### config.mk
export PLATFORM = sky130hd
export DESIGN_NAME = imem_loader
export DESIGN_NICKNAME = d
export VERILOG_FILES = /design/src/rtl/imem_loader.sv
export SDC_FILE = /design/constraint.sdc
export NUM_CORES = 1
export LEC_CHECK = 0
export CORE_ASPECT_RATIO = 1.5
export CORE_MARGIN = 4
export CORE_UTILIZATION = 43
export CTS_CLUSTER_DIAMETER = 30
export CTS_CLUSTER_SIZE = 24
export DETAILED_ROUTE_END_ITERATION = 8
export GPL_TIMING_DRIVEN = 0
export PLACE_DENSITY = 0.79
export SYNTH_ARGS = -nofsm -noshare
export SYNTH_HDL_FRONTEND = slang
export SYNTH_SLANG_ARGS = --single-unit
### constraint.sdc
create_clock -name clk -period 2.7 [get_ports clk]
set_input_delay 0.54 -clock clk [delete_from_list [all_inputs] [get_ports clk]]
set_output_delay 0.54 -clock clk [all_outputs]
set_load 0.05 [all_outputs]
### src/rtl/imem_loader.sv
// imem_loader: streams host words into instruction memory at BASE_ADDR+4*n, holding the core in reset until the load ends.
// Optional IMEM_LOADER_CHECKSUM_EN adds a trailing 32-bit checksum word verified before release.
module imem_loader #(
  parameter int                DEPTH     = 64,
  parameter int                ADDR_W    = 32,
  parameter logic [ADDR_W-1:0] BASE_ADDR = '0
) (
  input  logic                       clk,
  input  logic                       reset,
  input  logic                       start,
  input  logic                       load_valid,
  input  logic [31:0]                load_data,
  input  logic                       load_last,
  output logic                       load_ready,
  output logic                       mem_we,
  output logic [ADDR_W-1:0]          mem_addr,
  output logic [31:0]                mem_wdata,
  output logic                       core_reset,
  output logic                       done,
  output logic                       error,
  output logic [$clog2(DEPTH):0]     word_count
);

  localparam int CNT_W = $clog2(DEPTH) + 1;

`ifdef IMEM_LOADER_CHECKSUM_EN
  typedef enum logic [2:0] {S_IDLE, S_LOAD, S_DRAIN, S_DONE, S_ERROR, S_CHECK} state_t;
  logic [31:0] sum;
`else
  typedef enum logic [2:0] {S_IDLE, S_LOAD, S_DRAIN, S_DONE, S_ERROR} state_t;
`endif

  state_t            state;
  logic              hs;
  logic              full;
  logic [ADDR_W-1:0] word_addr;

  assign hs        = load_valid & load_ready;
  assign full      = (word_count == CNT_W'(DEPTH));
  // Byte address of the next word; wraps modulo 2^ADDR_W.
  assign word_addr = BASE_ADDR + (ADDR_W'(word_count) << 2);

  always_ff @(posedge clk or posedge reset) begin
    if (reset) begin
      state      <= S_IDLE;
      load_ready <= 1'b0;
      mem_we     <= 1'b0;
      mem_addr   <= BASE_ADDR;
      mem_wdata  <= '0;
      core_reset <= 1'b1;
      done       <= 1'b0;
      error      <= 1'b0;
      word_count <= '0;
`ifdef IMEM_LOADER_CHECKSUM_EN
      sum        <= '0;
`endif
    end else begin
      mem_we <= 1'b0;
      case (state)
        S_IDLE, S_DONE, S_ERROR: begin
          if (start) begin
            state      <= S_LOAD;
            load_ready <= 1'b1;
            core_reset <= 1'b1;
            done       <= 1'b0;
            error      <= 1'b0;
            word_count <= '0;
`ifdef IMEM_LOADER_CHECKSUM_EN
            sum        <= '0;
`endif
          end
        end
        S_LOAD: begin
          if (hs) begin
            if (full) begin
              // One word too many: drop it and abort.
              state      <= S_ERROR;
              error      <= 1'b1;
              load_ready <= 1'b0;
            end else begin
              mem_we     <= 1'b1;
              mem_addr   <= word_addr;
              mem_wdata  <= load_data;
              word_count <= word_count + CNT_W'(1);
`ifdef IMEM_LOADER_CHECKSUM_EN
              sum        <= sum + load_data;
              if (load_last) begin
                state <= S_CHECK;
              end
`else
              if (load_last) begin
                state      <= S_DRAIN;
                load_ready <= 1'b0;
              end
`endif
            end
          end
        end
`ifdef IMEM_LOADER_CHECKSUM_EN
        S_CHECK: begin
          if (hs) begin
            load_ready <= 1'b0;
            if (load_data == sum) begin
              state      <= S_DONE;
              done       <= 1'b1;
              core_reset <= 1'b0;
            end else begin
              state <= S_ERROR;
              error <= 1'b1;
            end
          end
        end
`endif
        S_DRAIN: begin
          // Final write lands this cycle; release the core only afterwards.
          state      <= S_DONE;
          done       <= 1'b1;
          core_reset <= 1'b0;
        end
        default: begin
          state      <= S_IDLE;
          load_ready <= 1'b0;
          core_reset <= 1'b1;
        end
      endcase
    end
  end

endmodule

* Word-level counts from Yosys, hierarchy flattened *
Index checks and enable logic that the tools add are counted.
Widths: inputs -> output; s select.

word-level totals
  register bits after elaboration = 54
  bits of input ports = 37
  output and inout port bits = 76
  logic and storage cells = 58

operators by class
  add/subtract/negate cells = 1
  equality and inequality tests = 10
  multiplexer cells = 23
  bitwise operators = 4
  reductions and logical operators = 11

operators with widths
  operator             number
  $mux 7               3
  $pmux 7 s2           1
  $mux 3               4
  $reduce_and 4->1     3
  $mux 1               10
  $pmux 3 s3           1
  $ne 2x2->1 const B   4
  $add 7x1->7 const B  1
  $eq 7x7->1 const B   1
  $eq 3x2->1 const B   2
  $pmux 1 s3           2
  $reduce_and 3->1     2
  $pmux 1 s2           2
  $reduce_and 2->1     2
  $reduce_bool 2->1    2
  $eq 3x1->1 const B   1
  $eq 3x3->1 const B   1
  $logic_not 3->1      1
  $ne 3x3->1 const B   1
  $not 1->1            3
  $reduce_or 3->1      1
  $and 1x1->1          1

* Longest topological paths before layout *
Gate-level depths: netlist (run 1).

  depth after elaboration = 4
  mapped depth = 6
  depth with buffers taken out = 5

* Least setup slack after synthesis (run 1) *
OpenSTA, ideal clock, no wires.

  path type = register to register
  start point = register word_count[0]
  end point = register mem_addr[2]
  library setup time = 0.125 ns
  data arrival time = 1.903 ns
  data required time = 2.575 ns
  path slack = 0.672 ns
  stages on the path, launching flop included = 7
  buffers on the path = 1
  clock period less this slack = 2.028 ns
  cell sequence = dfrtp_1 > inv_1 > ha_1 > a31o_4 > nor2_8 > buf_12 > mux2_4

on the way
  cells in the longest elaborated chain, start to end = 3

ends and longest elaborated chain
  element                     RTL line  source
  start, declared             21        output logic [$clog2(DEPTH):0] word_count
  start signal, assigned      84        word_count <= word_count + CNT_W'(1);
  $eq 7x7->1                  39        assign full = (word_count == CNT_W'(DEPTH));
  $not 1->1 (no line)         -
  $reduce_and 3->1 (no line)  -
  end signal, assigned        82        mem_addr <= word_addr;
  end, declared               16        output logic [ADDR_W-1:0] mem_addr,

Several ways; a longest one is shown, not always the timed one.
A chain may end at the register's enable or synchronous reset.

* Worst setup path after layout (run 1) *
  start point = register word_count[6]
  end point = output port word_count[6]

No word-level cell between the ends.

==> results.toml, run 1 <==
[drt]
vias = 1908
wl_met1_mm = 2.23
antenna_left = 0
drc = 0
drt_pass1_iterations = 4
drt_iter0_drc = 85
viasPerCell = 4.82
drt-total-wl_mm = 5.70
wl_per_cell_um = 14.4
wl_met3_um = 488
maxUsedRoutingLayer = "met4"
wl_met2_mm = 2.87

[critical_path]
reg2reg_slack_ns = 0.69
cpPeakStageDelay_ns = 0.88
path_buf_inv = 1
worstPathMaxFanout = 8
cp-endpoint = "word_count[6]"
r2r-start = "state[2]"
cp-startpoint = "word_count[6]"
startpoint_type = "register"
crit_path_top_delay_cell = "clkdlybuf4s50_1"
path_delay_family = "buffers and inverters"
crit_cells = 1
crit_arrival_ns = 1.69
timing.rr.end = "mem_wdata[5]"
crit_chain = "clkdlybuf4s50_1"
r2r_cells = 5
crit_required_ns = 2.16
endpoint_kind = "output pin"
criticalPathCategory = "register to output pin"

[flow_run]
cap_violations = 0

[global_routing]
grt_pass1_vias = 1968
grt_pass1_wl_mm = 9.52
grtUsageTotal_pct = 15.4
antenna_found_initial = 0
overflow = 0
grt_max_degree = 31

[cts]
clockBufferDepth = 2
clock_latency_ns = 0.30
postCtsHoldBufs = 0
numCtsBuffers = 5
cts_max_level = 2
cts_tree = "yes"
cts_resized = 0
root_buffer = "clkbuf_8"
postCtsSetupRepairBufs = 0
clk_pin_slew_ns = 0.10
cts.sinks = 54

[die]
pin_count = 113
dieHeight_um = 106
dieArea_um2 = 7720
fp.dieW_um = 73.1
rows = 35
start_util_pct = 44.2
core_area_um2 = 6170

[sta]
max_slew_margin_pct = 64.3
fin_skew_ns = 0.00836
layout_min_cycle_time_ns = 2.23
worst_pin_slew_ns = 0.535
hold_viol = 0
max_freq_mhz = 449
fin_crit_sh_pct = 82.5
setup-violations-final = 0
grt_setup_unrepaired = "false"
slew_violations = 0
tns_ns = 0
finalHoldWorstSlack_ns = 0.513

[synth]
yosys.cell_types.count = 40
synth-main-ff-cell = "dfrtp_1"
yosysSeqAreaShare_pct = 49.5
async_flop_share_pct = 100
netlist_area_um2 = 2730
ys_top_cells_by_area = "dfrtp_1 49%, mux2_4 19%, buf_4 6.9%"
yosysTopAreaCellShare_pct = 48.6
synth_edf_count = 0
yosys.area.top_type = "dfrtp_1"
syn_avg_cell_area_um2 = 13.5
ys_warn_count = 0
syn_inst = 202
ys_ff_latch = 54

[power]
p_leak_nw = 1.81
report.power.total_w = 0.00503
powerDensity_nw_per_um2 = 1290
peakVddDrop_mv = 0.560

[place]
place.port_buffers = 87
place_congestion = 0.801
hpwl_mm = 4.42

[layout]
utilization_pct = 63.2
area_growth_pct = 42.9
antennaDiodeCount = 0
drive_above_1_share_pct = 27.0
fin_nets = 360

[hold_path]
min_path_type = "register to register"

[outcome]
outcome = "finished clean"
-- worst min path at each step --
stage | to | startpoint | depth (start not counted)
after floorplan | load_ready | state[2] | 1
after global placement | mem_wdata[10] | mem_wdata[10] | 1
after detailed placement | mem_wdata[10] | mem_wdata[10] | 1
after CTS | mem_wdata[27] | mem_wdata[27] | 1
after global routing | mem_wdata[4] | mem_wdata[4] | 1
final | mem_wdata[11] | mem_wdata[11] | 1
-- per-stage QoR --
stage	instance area, µm²	setup slack, ns	std cells
after CTS	3900	0.451	396
after detailed placement	3800	0.543	388
after global placement	3780	-0.161	387
after global routing	3900	0.401	396
after floorplan	2820	0.672	226
final	3900	0.471	396
-- placed cells by master, fill, tap and decap left out, drive strengths merged, types with 3 or more instances in the layout --
cell type      netlist  routed
conb                 1      25
o22a                 4       4
clkdlybuf4s50        0      87
clkbuf               3       9
mux2                40      40
and2                 3       3
nand2                4       4
inv                  7       8
a21oi                7       7
dfrtp               53      53
o21ai                6       6
and3                 8       8
nor2                 7       7
a22o                 3       3
buf                 29      30
-- kinds of logic (layout without fill, tap and decap cells) --
logic type / Yosys count / after routing / synth area share (%)
fa+ha+maj: 2 / 2 / 0.916
simple gates: 34 / 34 / 8.20
other cells: 1 / 25 / 0.137
flops: 54 / 54 / 49.5
compound gates: 31 / 31 / 8.38
buf+inv: 39 / 135 / 11.2
mux: 41 / 41 / 21.7
-- final cells by class --
class | instances | area, µm²
buffer | 32 | 279
clock buffer | 6 | 82.6
clock inverter | 2 | 16.3
fill | 462 | 2270
inverter | 7 | 26.3
multi-input combinational | 133 | 1160
sequential | 54 | 1350
tap | 74 | 92.6
timing repair buffer | 88 | 891
-- cell usage after synthesis, types with 2 or more instances --
cell type	count
and3_1	8
a211oi_1	2
mux2_2	5
and2_1	3
nand2b_1	2
inv_1	7
nor2_1	6
clkbuf_1	3
a22o_1	3
nand2_1	4
buf_12	4
mux2_4	35
nor3_1	2
ha_1	2
dfrtp_1	53
o21ai_0	6
a21oi_1	6
o22ai_1	2
buf_4	25
o22a_1	4
-- where the power goes --
group / internal (W) / leakage, nW / switching, W
Sequential: 0.00115 / 0.667 / 0.000225
Combinational: 0.00133 / 1.09 / 0.00184
Clock: 0.000212 / 0.0478 / 0.000263
Total: 0.00269 / 1.81 / 0.00233
-- per-layer routing --
metal | vias up | track usage (%)
li1 | 910 | -
met3 | 11 | 4.20
met2 | 81 | 25.7
met5 | - | 0
met4 | 0 | 4.62
met1 | 906 | 19.0
-- sequential cells by signal, indices dropped and copies added, names as in the netlist --
register	flops
error	1
mem_we	1
load_ready	1
mem_addr	7
core_reset	1
word_count	7
done	1
mem_wdata	32
state	3
Note: power is estimated with default switching activity, not from simulation.
==> run 2, diff against run 1 <==
Clock period 2.7 ns to 2.1 ns, I/O delays scaled along.
==> results.toml, run 2 (synthesis gave the netlist of run 1 again) <==
[die]
dieArea_um2 = 7720
rows = 35
core_area_um2 = 6170
pin_count = 113
fp.dieW_um = 73.1
dieHeight_um = 106
start_util_pct = 44.2

[critical_path]
cpPeakStageDelay_ns = 0.84
crit_required_ns = 1.68
path_buf_inv = 1
endpoint_kind = "output pin"
crit_arrival_ns = 1.59
startpoint_type = "register"
criticalPathCategory = "register to output pin"
path_delay_family = "buffers and inverters"
worstPathMaxFanout = 7
crit_chain = "clkdlybuf4s50_1"
crit_path_top_delay_cell = "clkdlybuf4s50_1"

[cts]
clockBufferDepth = 2
cts_max_level = 2
root_buffer = "clkbuf_8"
clk_pin_slew_ns = 0.10
numCtsBuffers = 5
cts.sinks = 54
clock_latency_ns = 0.30
cts_tree = "yes"

[drt]
drc = 0
vias = 1907
drt_iter0_drc = 86
viasPerCell = 4.82
drt_pass1_iterations = 4
antenna_left = 0
drt-total-wl_mm = 5.71
wl_per_cell_um = 14.4

[sta]
fin_crit_sh_pct = 95.7
grt_setup_unrepaired = "false"
hold_viol = 0
setup-violations-final = 0
slew_violations = 0
fin_skew_ns = 0.00835
max_slew_margin_pct = 64.3
setup_ws_ns = 0.0899
max_freq_mhz = 497
finalHoldWorstSlack_ns = 0.478
layout_min_cycle_time_ns = 2.01
worst_pin_slew_ns = 0.535

[power]
powerDensity_nw_per_um2 = 1650
p_leak_nw = 1.89
peakVddDrop_mv = 0.707

[hold_path]
min_path_type = "input port to asynchronous set/reset pin"

[layout]
area_growth_pct = 43.3
mostFrequentLayoutCells = "80 x clkdlybuf4s50_1, 53 x dfrtp_1, 35 x mux2_4"
fin_nets = 360
layout_commonest_cell = "clkdlybuf4s50_1"
reg_top3 = "mem_wdata x32, mem_addr x7, word_count x7"
drive_above_1_share_pct = 27.0
antennaDiodeCount = 0
top_register = "mem_wdata"
largest_reg_flops = 32

[global_routing]
grt_max_degree = 31
overflow = 0
grt_pass1_vias = 1968
antenna_found_initial = 0
grtUsageTotal_pct = 15.4
grt_pass1_wl_mm = 9.52

[outcome]
outcome = "finished clean"

[place]
pre_cts_ws_ns = 0.0628
hpwl_mm = 4.42
place.port_buffers = 87
place_congestion = 0.801

[flow_run]
cap_violations = 0
==> run 2: area by class of cell <==
| cell class | instances | area [µm²] |
|---|---|---|
| Multi-Input combinational cell | 133 | 1160 |
| Timing Repair Buffer | 88 | 901 |
| Clock inverter | 2 | 16.3 |
| Sequential cell | 54 | 1350 |
| Inverter | 7 | 26.3 |
| Clock buffer | 6 | 82.6 |
| Buffer | 32 | 279 |
| Fill cell | 462 | 2260 |
| Tap cell | 74 | 92.6 |
==> run 2: power by group <==
part	switching, W	internal, W
Sequential	0.000288	0.00148
Combinational	0.00237	0.00170
Clock	0.000338	0.000272
==> run 2: path summary, 6_finish.rpt <==
kind | to | slack (ns) | from | depth (start not counted)
worst max-delay path | load_ready | 0.09 | load_ready | 1
worst min-delay path | mem_wdata[10] | 0.48 | reset | 2
max in group asynchronous | core_reset | 1.01 | reset | 3
worst max register to register | mem_addr[5] | 0.09 | state[2] | 5
worst min register to register | mem_wdata[11] | 0.51 | mem_wdata[11] | 1
min in group clk | mem_wdata[11] | 0.51 | mem_wdata[11] | 1
==> run 2: metrics by stage <==
step / cell area, µm² / total power [W] / utilization [%] / TNS, ns / std cells
finish: 3910 / 0.00645 / 63.4 / 0 / 396
global route: 3910 / 0.00679 / 63.4 / 0 / 396
CTS: 3900 / 0.00653 / 63.2 / 0 / 396
detailed placement: 3800 / 0.00590 / 61.6 / 0 / 388
global placement: 3780 / 0.00582 / 61.3 / -34.07 / 387
floorplan: 2820 / 0.00473 / - / 0 / 226
==> run 2: layer usage <==
layer	track usage, %	vias to the layer above	share of wire (%)
li1	-	909	-
met1	19.0	906	39
met2	25.7	81	50
met3	4.20	11	8.4
met4	4.62	0	2.0
met5	0	-	0
==> run 2: timing repair <==
item                       in CTS  in global routing
setup endpoints to repair       2                  5
hold buffers                    0                  0
gates resized for setup         2                  5
setup buffers                   0                  0
